===== src/rtl/dsa_pkg.sv =====
// Shared types for the write-packing path: byte/word widths and the FIFO entry
// that carries one coalesced 32-bit word with its byte enables.
package dsa_pkg;

  localparam int PIX_W   = 8;
  localparam int WORD_W  = 32;
  localparam int BE_W    = 4;
  // Widest word address carried in a FIFO entry (32-bit byte address >> 2).
  localparam int WADDR_W = 30;

  typedef struct packed {
    logic [WADDR_W-1:0] waddr;
    logic [WORD_W-1:0]  data;
    logic [BE_W-1:0]    be;
  } word_beat_t;

endpackage


===== src/rtl/wr_pack32_if.sv =====
// Word-wide valid/ready write port from the packer to an output memory or DMA.
interface wr_pack32_if #(
  parameter int ADDR_W = 32
);
  import dsa_pkg::*;

  logic                m_valid;
  logic                m_ready;
  logic [ADDR_W-3:0]   m_waddr;
  logic [WORD_W-1:0]   m_data;
  logic [BE_W-1:0]     m_be;

  modport master (
    output m_valid, m_waddr, m_data, m_be,
    input  m_ready
  );

  modport slave (
    input  m_valid, m_waddr, m_data, m_be,
    output m_ready
  );

endinterface


===== src/rtl/sync_fifo.sv =====
// Show-ahead synchronous FIFO; a push while full is accepted only when a pop
// frees the head slot in the same cycle. The head reads as zero when empty.
module sync_fifo #(
  parameter int WIDTH = 8,
  parameter int DEPTH = 4
) (
  input  logic             clk,
  input  logic             rst,
  input  logic             push,
  input  logic [WIDTH-1:0] din,
  input  logic             pop,
  output logic [WIDTH-1:0] dout,
  output logic             full,
  output logic             empty
);

  localparam int AW = $clog2(DEPTH);

  logic [WIDTH-1:0] mem [DEPTH];
  logic [AW:0]      wr_ptr;
  logic [AW:0]      rd_ptr;
  logic             do_wr;
  logic             do_rd;

  assign empty = (wr_ptr == rd_ptr);
  assign full  = (wr_ptr[AW] != rd_ptr[AW]) && (wr_ptr[AW-1:0] == rd_ptr[AW-1:0]);
  assign do_rd = pop && !empty;
  assign do_wr = push && (!full || do_rd);
  assign dout  = empty ? '0 : mem[rd_ptr[AW-1:0]];

  // NOTE: state updates use non-blocking assignment so every register samples
  // the pre-edge values regardless of statement order.
  always_ff @(posedge clk) begin
    if (rst) begin
      wr_ptr <= '0;
      rd_ptr <= '0;
    end else begin
      if (do_wr) wr_ptr <= wr_ptr + 1'b1;
      if (do_rd) rd_ptr <= rd_ptr + 1'b1;
    end
  end

  // NOTE: storage is deliberately left out of reset; the pointers define which
  // entries are live and the empty gate on dout hides stale contents.
  always_ff @(posedge clk) begin
    if (do_wr) mem[wr_ptr[AW-1:0]] <= din;
  end

endmodule


===== src/rtl/wr_pack32.sv =====
// Coalesces a byte write stream into little-endian 32-bit words with byte
// enables and queues them for a word-wide valid/ready consumer.
module wr_pack32
  import dsa_pkg::*;
#(
  parameter int ADDR_W     = 32,
  parameter int FIFO_DEPTH = 4
) (
  input  logic              clk,
  input  logic              rst,
  input  logic              in_valid,
  input  logic [ADDR_W-1:0] in_addr,
  input  logic [PIX_W-1:0]  in_data,
  input  logic              flush,
  wr_pack32_if.master       m,
  output logic              idle,
  output logic              overflow
);

  typedef struct packed {
    logic              valid;
    logic [ADDR_W-3:0] waddr;
    logic [WORD_W-1:0] data;
    logic [BE_W-1:0]   be;
  } acc_t;

  acc_t              acc_q, acc_d;
  logic              flush_pending, pending_d;
  logic              overflow_q;
  logic              push;
  word_beat_t        push_beat, head;
  logic              fifo_full, fifo_empty, pop;
  logic [ADDR_W-3:0] in_waddr;
  logic [1:0]        lane;

  assign in_waddr = in_addr[ADDR_W-1:2];
  assign lane     = in_addr[1:0];

  function automatic word_beat_t to_beat(input acc_t a);
    word_beat_t b;
    b.waddr = WADDR_W'(a.waddr);
    b.data  = a.data;
    b.be    = a.be;
    return b;
  endfunction

  // Each branch empties the accumulator when it pushes, so at most one of the
  // pending, address-break and completion pushes can fire in a cycle.
  // NOTE: every combinational output gets a default first so no path leaves
  // a signal unassigned and infers a latch.
  always_comb begin
    acc_d     = acc_q;
    push      = 1'b0;
    push_beat = '0;
    pending_d = 1'b0;

    if (flush_pending && acc_d.valid) begin
      push      = 1'b1;
      push_beat = to_beat(acc_d);
      acc_d     = '0;
    end

    if (in_valid) begin
      if (acc_d.valid && acc_d.waddr != in_waddr) begin
        push      = 1'b1;
        push_beat = to_beat(acc_d);
        acc_d     = '0;
      end
      if (!acc_d.valid) begin
        acc_d.valid = 1'b1;
        acc_d.waddr = in_waddr;
      end
      acc_d.data[{lane, 3'b000} +: PIX_W] = in_data;
      acc_d.be[lane]                      = 1'b1;
      if (acc_d.be == 4'hF) begin
        push      = 1'b1;
        push_beat = to_beat(acc_d);
        acc_d     = '0;
      end
    end

    // A flush that collides with an address-break push defers by one cycle.
    if (flush && acc_d.valid) begin
      if (push) begin
        pending_d = 1'b1;
      end else begin
        push      = 1'b1;
        push_beat = to_beat(acc_d);
        acc_d     = '0;
      end
    end
  end

  always_ff @(posedge clk) begin
    if (rst) begin
      acc_q         <= '0;
      flush_pending <= 1'b0;
      overflow_q    <= 1'b0;
    end else begin
      acc_q         <= acc_d;
      flush_pending <= pending_d;
      if (push && fifo_full && !pop) overflow_q <= 1'b1;
    end
  end

  assign pop = m.m_valid && m.m_ready;

  sync_fifo #(
    .WIDTH ($bits(word_beat_t)),
    .DEPTH (FIFO_DEPTH)
  ) u_fifo (
    .clk   (clk),
    .rst   (rst),
    .push  (push),
    .din   (push_beat),
    .pop   (pop),
    .dout  (head),
    .full  (fifo_full),
    .empty (fifo_empty)
  );

  assign m.m_valid = !fifo_empty;
  assign m.m_waddr = head.waddr[ADDR_W-3:0];
  assign m.m_data  = head.data;
  assign m.m_be    = head.be;
  assign idle      = !acc_q.valid && fifo_empty && !flush_pending;
  assign overflow  = overflow_q;

endmodule


===== src/flat_wrapper.sv =====
// flat-port wrapper written by rule: the top's interface ports become plain ports
module wr_pack32_flat import dsa_pkg::*;
#(
  parameter int ADDR_W     = 32,
  parameter int FIFO_DEPTH = 4
)
  (clk, rst, in_valid, in_addr, in_data, flush, idle, overflow, m_m_valid, m_m_waddr, m_m_data, m_m_be, m_m_ready);
  wr_pack32_if #(.ADDR_W(ADDR_W)) m_i ();
  input  logic clk;
  input  logic rst;
  input  logic in_valid;
  input  logic [ADDR_W-1:0] in_addr;
  input  logic [PIX_W-1:0] in_data;
  input  logic flush;
  output logic idle;
  output logic overflow;
  output wire logic [$bits(m_i.m_valid)-1:0] m_m_valid;
  output wire logic [$bits(m_i.m_waddr)-1:0] m_m_waddr;
  output wire logic [$bits(m_i.m_data)-1:0] m_m_data;
  output wire logic [$bits(m_i.m_be)-1:0] m_m_be;
  input wire logic [$bits(m_i.m_ready)-1:0] m_m_ready;
  assign m_m_valid = m_i.m_valid;
  assign m_m_waddr = m_i.m_waddr;
  assign m_m_data = m_i.m_data;
  assign m_m_be = m_i.m_be;
  assign m_i.m_ready = m_m_ready;
  wr_pack32 #(.ADDR_W(ADDR_W), .FIFO_DEPTH(FIFO_DEPTH)) u_core (.clk(clk), .rst(rst), .in_valid(in_valid), .in_addr(in_addr), .in_data(in_data), .flush(flush), .m(m_i), .idle(idle), .overflow(overflow));
endmodule

===== config.mk =====
export PLATFORM = sky130hd
export DESIGN_NAME = wr_pack32_flat
export DESIGN_NICKNAME = d
export VERILOG_FILES = /design/src/rtl/dsa_pkg.sv /design/src/rtl/wr_pack32_if.sv /design/src/rtl/sync_fifo.sv /design/src/rtl/wr_pack32.sv /design/src/flat_wrapper.sv
export SDC_FILE = /design/constraint.sdc
export NUM_CORES = 1
export LEC_CHECK = 0
export ABC_AREA = 1
export CORE_MARGIN = 2
export CORE_UTILIZATION = 55
export DETAILED_ROUTE_END_ITERATION = 6
export GPL_TIMING_DRIVEN = 0
export HOLD_SLACK_MARGIN = 0.1
export PLACE_DENSITY = 0.75
export REMOVE_ABC_BUFFERS = 1
export SYNTH_ARGS = -nofsm -noshare
export SYNTH_HDL_FRONTEND = slang
export SYNTH_SLANG_ARGS = --single-unit

===== constraint.sdc =====
create_clock -name clk -period 7.4 [get_ports clk]
set_clock_uncertainty 0.05 [all_clocks]
set_input_delay 0.74 -clock clk [delete_from_list [all_inputs] [get_ports clk]]
set_output_delay 0.74 -clock clk [all_outputs]
set_load 0.02 [all_outputs]

After elaboration in Yosys (flattened, before gate mapping) --
Memory sizes are Yosys's and may differ from the RTL's. A register that Yosys moved wholly into a read port is not among the register bits. Index checks and enable logic that the tools add are counted.
Word-level totals: bits in latches 0, input port bits 45, memory bits (read-only) 0, logic and storage cells 70, RAM bits 264, register bits 75, memories 1, output and inout port bits 69
Operators by class: bitwise gates (word level) 2, eq/ne operators 5, multiply operators 0, divide/modulo/power cells 0, multiplexer cells 28, order comparisons 2, add/subtract/negate cells 3, reduce and logical (&&, ||, !) cells 19, shift-type cells 2
Memory list:
- u_core.u_fifo.mem | words 4, bits a word 66, read ports 1, clocked after memory_dff 1, wr ports 1, line sync_fifo.sv:19 | logic [WIDTH-1:0] mem [DEPTH];
Operators with widths (count):
- $mux 67 | 7
- $mux 66 | 7
- $bwmux 32 | 1
- $shift 8x7->32 const A | 1
- $shiftx 8x7->32 | 1
- $mux 30 | 1
- $ne 30x30->1 | 1
- $logic_and 1x1->1 | 12
- $mux 1 | 9
- $neg 5->7 | 1
- $add 3x1->3 const B | 2
- $logic_not 1->1 | 5
- $eq 4x4->1 const B | 1
- $mux 2 | 2
- $or 4x4->4 | 1
- $eq 3x3->1 | 1
- $lt 2x3->1 const B | 1
- $demux 1 s2 | 1
- $eq 2x2->1 | 1
- $ge 2x1->1 const B | 1
- $reduce_or 2->1 | 1
- $logic_or 1x1->1 | 1
- $ne 1x1->1 | 1
- $not 1->1 | 1

Longest topological paths before layout --
depth after elaboration 15, mapped depth 23, mapped depth without buffers 21

Hierarchy --
Synthesis repeated with hierarchy kept, for this count alone.
Second synthesis, totals: cells, all modules 2065, area total of the unflattened synthesis 17110.2 um^2
By module, submodules not included:
- sync_fifo | sequential area each 8087.8 um^2, area an instance 10775.3 um^2, instances 1, cells an instance 842
- wr_pack32 | sequential area each 1381.3 um^2, area an instance 6334.8 um^2, instances 1, cells an instance 1223

Worst setup path after synthesis --
Ideal clock, no wire load.
kind input-to-reg, start point input port in_addr[0], end point memory u_core.u_fifo.mem[0][0] (netlist name), enable pin, path slack 1966 ps, stages on the path 12, arrival time 4893 ps, data required time 6859 ps, library setup time 491 ps, buffers on the path 1, path through clkbuf_1 inv_1 ha_1 inv_1 nand2_1 nand2_1 o21ai_2 nand2_1 nand2_1 nand2_1 nand2_1 nor2_1
On the way: word-level cells in the longest chain between the ends 13, elaborated cells on any way between the ends 16, those cells by class order compare: 2; eq/ne: 1; mux: 9; bitwise: 1; reduce/logical: 3
RTL lines:
- from (decl) | line flat_wrapper.sv:12 | input logic [ADDR_W-1:0] in_addr;
- $lt 2x3->1 (not written as such) / $ge 2x1->1 (equally long branches) | line wr_pack32.sv:74 | acc_d.be[lane] = 1'b1;
- $logic_and 1x1->1 (not written as such) | line wr_pack32.sv:74
- $mux 1 (not written as such) | line wr_pack32.sv:74
- $demux 1 s2 *
- $or 4x4->4 (no line) *
- $eq 4x4->1 * | line wr_pack32.sv:75 | if (acc_d.be == 4'hF) begin
- $mux 67 | line wr_pack32.sv:75
- $mux 67 | line wr_pack32.sv:63 | if (in_valid) begin
- $logic_and 1x1->1 | line wr_pack32.sv:83 | if (flush && acc_d.valid) begin
- $mux 1 * | line wr_pack32.sv:83
- $logic_and 1x1->1 * | line sync_fifo.sv:28 | assign do_wr = push && (!full || do_rd);
- $mux 1 * | line sync_fifo.sv:46 | if (do_wr) mem[wr_ptr[AW-1:0]] <= din;
- $mux 1 (not written as such) * | line sync_fifo.sv:46
- to (decl) | line sync_fifo.sv:19
Every way passes the cells marked *; elsewhere a longest branch is shown, timed or not.

Worst setup path in the final report --
start point register u_core.acc_q[66] (netlist name), end point memory u_core.u_fifo.mem[2][12] (netlist name), enable pin
On the way: word-level cells in the longest chain between the ends 15, elaborated cells on any way between the ends 19, those cells by class eq/ne: 2; mux: 12; bitwise: 1; reduce/logical: 4
RTL lines:
- from (decl) | line wr_pack32.sv:27 | acc_t acc_q, acc_d;
- from (signal assigned) | line wr_pack32.sv:96 | acc_q <= '0;
- from (signal assigned) | line wr_pack32.sv:100 | acc_q <= acc_d;
- $logic_and 1x1->1 | line wr_pack32.sv:57 | if (flush_pending && acc_d.valid) begin
- $mux 67 | line wr_pack32.sv:57
- $ne 30x30->1 | line wr_pack32.sv:64 | if (acc_d.valid && acc_d.waddr != in_waddr) begin
- $logic_and 1x1->1 | line wr_pack32.sv:64
- $mux 67 | line wr_pack32.sv:64
- $mux 67 | line wr_pack32.sv:63
- $or 4x4->4 (no line)
- $eq 4x4->1 | line wr_pack32.sv:75
- $mux 67 | line wr_pack32.sv:75
- $mux 67 | line wr_pack32.sv:63
- $logic_and 1x1->1 | line wr_pack32.sv:83
- $mux 1 * | line wr_pack32.sv:83
- $logic_and 1x1->1 * | line sync_fifo.sv:28
- $mux 1 * | line sync_fifo.sv:46
- $mux 1 (not written as such) * | line sync_fifo.sv:46
Every way passes the cells marked *; elsewhere a longest branch is shown, timed or not. The select of a mux whose other input is x is not followed.

==> flow_summary.toml <==
[status]
status = "finished clean"

[die]
die_area_sq_um = 32400
initial_core_util = 0.558
core_sq_um = 30500
io_pins = 114
die_y_um = 180
die_w_um = 180
rows = 64

[routing]
ant_nets = 0
firstDrtPassIters = 5
drtIter0Drc = 1461
routed_wl_um = 43100
viasPerCell = 5.79
num_vias = 14200
drc_errors = 0
wl_per_cell_um = 17.6

[worst_setup_path]
path_cells = "nand2_2 -> buf_12 -> nand2_1 -> nand2_1 -> nand2_1 -> nor2_1 -> nand3_1 -> nor2_1 -> nand2_1 -> nand2_2 -> nand2_1 -> nand2_1 -> nand2_1 -> nor2_4 -> buf_16 -> o21ai_4 -> buf_16 -> nand2_1 -> nand2_1 -> nor2_4 -> buf_12 -> buf_16"
path_common_cell = "nand2_1"
reg2reg_slack_ns = 1.10
crit_fanout = 42
end_kind = "flip-flop"
crit_slowest_cell = "nor2_4"
cp.arrival_ns = 6.48
r2r-end = "u_core.u_fifo.mem[2][12]$_DFFE_PP_"
critPathMaxStageDelay_ns = 0.85
critPathRequiredTime_ns = 7.57
worstReg2RegStart = "u_core.acc_q[66]$_SDFF_PP0_"
path_class = "reg2reg"
worstRegToRegCells = 22
start_kind = "flip-flop"

[synth]
synth_cell_types = 30
yosysWarningCount = 0
synth_area_sq_um = 17000
syn_inst = 1979
synth.avg_cell_area_sq_um = 8.61
ys_seq_area_frac = 0.556
yosys_register_bits = 341

[finish]
regArea_sq_um = 9480
final_nets = 2085
multi_input_area_sq_um = 6030
final_cell_area_sq_um = 20000
n_antenna_cell = 0
instances_no_fill = 2451
synthToLayoutAreaGrowth_pct = 17.2
fill_cells = 2371
drive_above_1_share = 0.0472
post-route-util = 0.655

[placement]
dp_hpwl_um = 25900
dp.cells = 2385
gp_congestion = 0.793
port_buffers = 113
preCtsSetupSlack_ns = 1.03
dpl_cell_area_sq_um = 18800

[grt]
top_usage_layer = "met2"
antenna_found_initial = 0
grt_pass1_wl_um = 70000
grt_overflow = 0
grtUsageTotal = 0.262
grt_use_met3 = 0.0357
use_met2 = 0.451
grt_pass1_vias = 14300
grt_util_met1 = 0.335
grt_max_degree = 80

[min_path]
worstHoldPathCells = 2
min_path_type = "reg2reg"
min_to = "u_core.u_fifo.rd_ptr[2]$_SDFFE_PP0P_"
min_from = "u_core.u_fifo.rd_ptr[2]$_SDFFE_PP0P_"

[clocking]
holdBufCountCts = 0
clk_pin_slew_ns = 0.06
clk_path_buf_depth = 3
cts-root-buf = "clkbuf_16"
cts.htree.levels = 2
postCtsSetupRepairBufs = 0
cts_resized = 0
cts_buffers = 36
cts_tree = "yes"
clock_sinks = 341
clock_latency_ns = 0.52

[sta]
period_needed_ns = 6.30
hold_viol_final = 0
finalSetupViolCount = 0
holdWs_ns = 0.424
drv_slew = 0
grt_setup_unrepaired = "false"
setup_slack_ns = 1.10
tightest_slew_ns = 1.42
min_period_over_period = 0.852
relSlewSlack = 0.0542
clock.fmax_mhz = 159

[run]
cap_viol_max_count = 0

[power_and_ir_drop]
p_leak_uw = 0.00767
p_per_area_nw_per_um2 = 263
peakVddDrop_mv = 0.179
-- power by group --
| part | total, uW | leakage, uW | internal (uW) | switching [uW] |
|---|---|---|---|---|
| combinational | 1240 | 0.00385 | 484 | 760 |
| sequential | 2180 | 0.00323 | 2120 | 63.6 |
| clock | 1820 | 0.000586 | 1100 | 717 |
-- cells in the final DEF, fill, tap and decap left out, drive strengths merged --
cell	instances
nand4	1
clkinvlp	1
o21bai	45
o21ai	174
o31ai	32
bufinv	3
ha	13
nand3	40
clkbuf	56
clkinv	5
o22ai	94
xnor2	2
a21oi	9
o32ai	66
xor2	2
nor3	4
buf	24
nand2	343
a22oi	4
edfxtp	264
clkdlybuf4s50	112
nor2	377
dfxtp	77
inv	290
or2	17
-- per-layer routing --
metal,wire (um),up-vias
li1,-,6712
met4,1350,0
met5,0,-
met1,17700,6769
met2,21000,612
met3,3030,109
-- layout make-up --
cell class,count,share of cell area
flip-flops and latches,341,0.474
repair buffers,136,0.0839
clock inverters,10,0.00689
multi-input cells,1223,0.302
clock buffers,56,0.0534
inverters,289,0.0546
well taps,396,0.0248
-- kinds of logic after synthesis --
| logic type | count (synthesis) | synth area share |
|---|---|---|
| buffers and inverters | 415 | 0.0955 |
| XOR/XNOR | 4 | 0.00206 |
| AO/OA/AOI/OAI | 424 | 0.158 |
| flip-flops | 341 | 0.556 |
| AND/OR/NAND/NOR | 782 | 0.179 |
| adder cells (fa/ha/maj) | 13 | 0.00955 |
-- flip-flops by register name, summed over array words and instances, names as in the netlist, named ones only --
name,count
u_core.acc_q,67
u_core.flush_pending,1
u_core.u_fifo.wr_ptr,3
u_core.overflow,1
u_core.u_fifo.mem,264
u_core.u_fifo.rd_ptr,3
-- worst max-delay path: cells and delay by family, from the launching register on --
kind | cells | cell delay [ns]
flip-flops | 1 | 0.33
buffers and inverters | 5 | 1.39
AO/OA/AOI/OAI | 1 | 0.30
AND/OR/NAND/NOR | 16 | 3.83
-- cells in the mapped netlist --
library cell  instances  area [sq um]
dfxtp_1              77          1540
ha_1                 13           163
nand2_1             342          1280
a21oi_1               9          45.0
nand4_1               1          6.26
o21ai_2               2          17.5
clkinv_1              2          7.51
o31ai_1              32           240
nand2_2               1          6.26
nand3_2               1          10.0
clkbuf_1             82           308
o32ai_1              66           578
inv_2                 1          3.75
nor2_1              376          1410
inv_1               286          1070
or2_1                17           106
nand3_1              39           195
o22ai_1              94           588
buf_6                 2          22.5
a22oi_1               4          30.0
xnor2_1               2          17.5
buf_1                10          37.5
buf_2                26           130
o21bai_1             45           338
nor2_2                1          6.26
edfxtp_1            264          7930
xor2_1                2          17.5
nor3_1                4          20.0
buf_4                 6          45.0
o21ai_0             172           861
-- worst max path at each step --
stage / from / to / slack (ns) / depth (start not counted)
global route: u_core.flush_pending$_SDFF_PP0_ / u_core.u_fifo.mem[2][30]$_DFFE_PP_ / 0.79 / 22
floorplan: u_core.acc_q[66]$_SDFF_PP0_ / u_core.u_fifo.mem[0][0]$_DFFE_PP_ / -0.94 / 19
global placement: u_core.acc_q[66]$_SDFF_PP0_ / u_core.u_fifo.mem[3][20]$_DFFE_PP_ / -6.94 / 17
CTS: u_core.flush_pending$_SDFF_PP0_ / u_core.u_fifo.mem[2][12]$_DFFE_PP_ / 1.18 / 22
detailed placement: in_addr[15] / u_core.u_fifo.mem[2][20]$_DFFE_PP_ / 1.03 / 21
finish: u_core.acc_q[66]$_SDFF_PP0_ / u_core.u_fifo.mem[2][12]$_DFFE_PP_ / 1.10 / 22
-- per-stage QoR --
step	power, uW	TNS [ns]
floorplan	2920	-248.63
global placement	3440	-2936.42
detailed placement	3460	0
CTS	5260	0
global route	5460	0
finish	5240	0
Note: power is estimated with default switching activity, not from simulation.
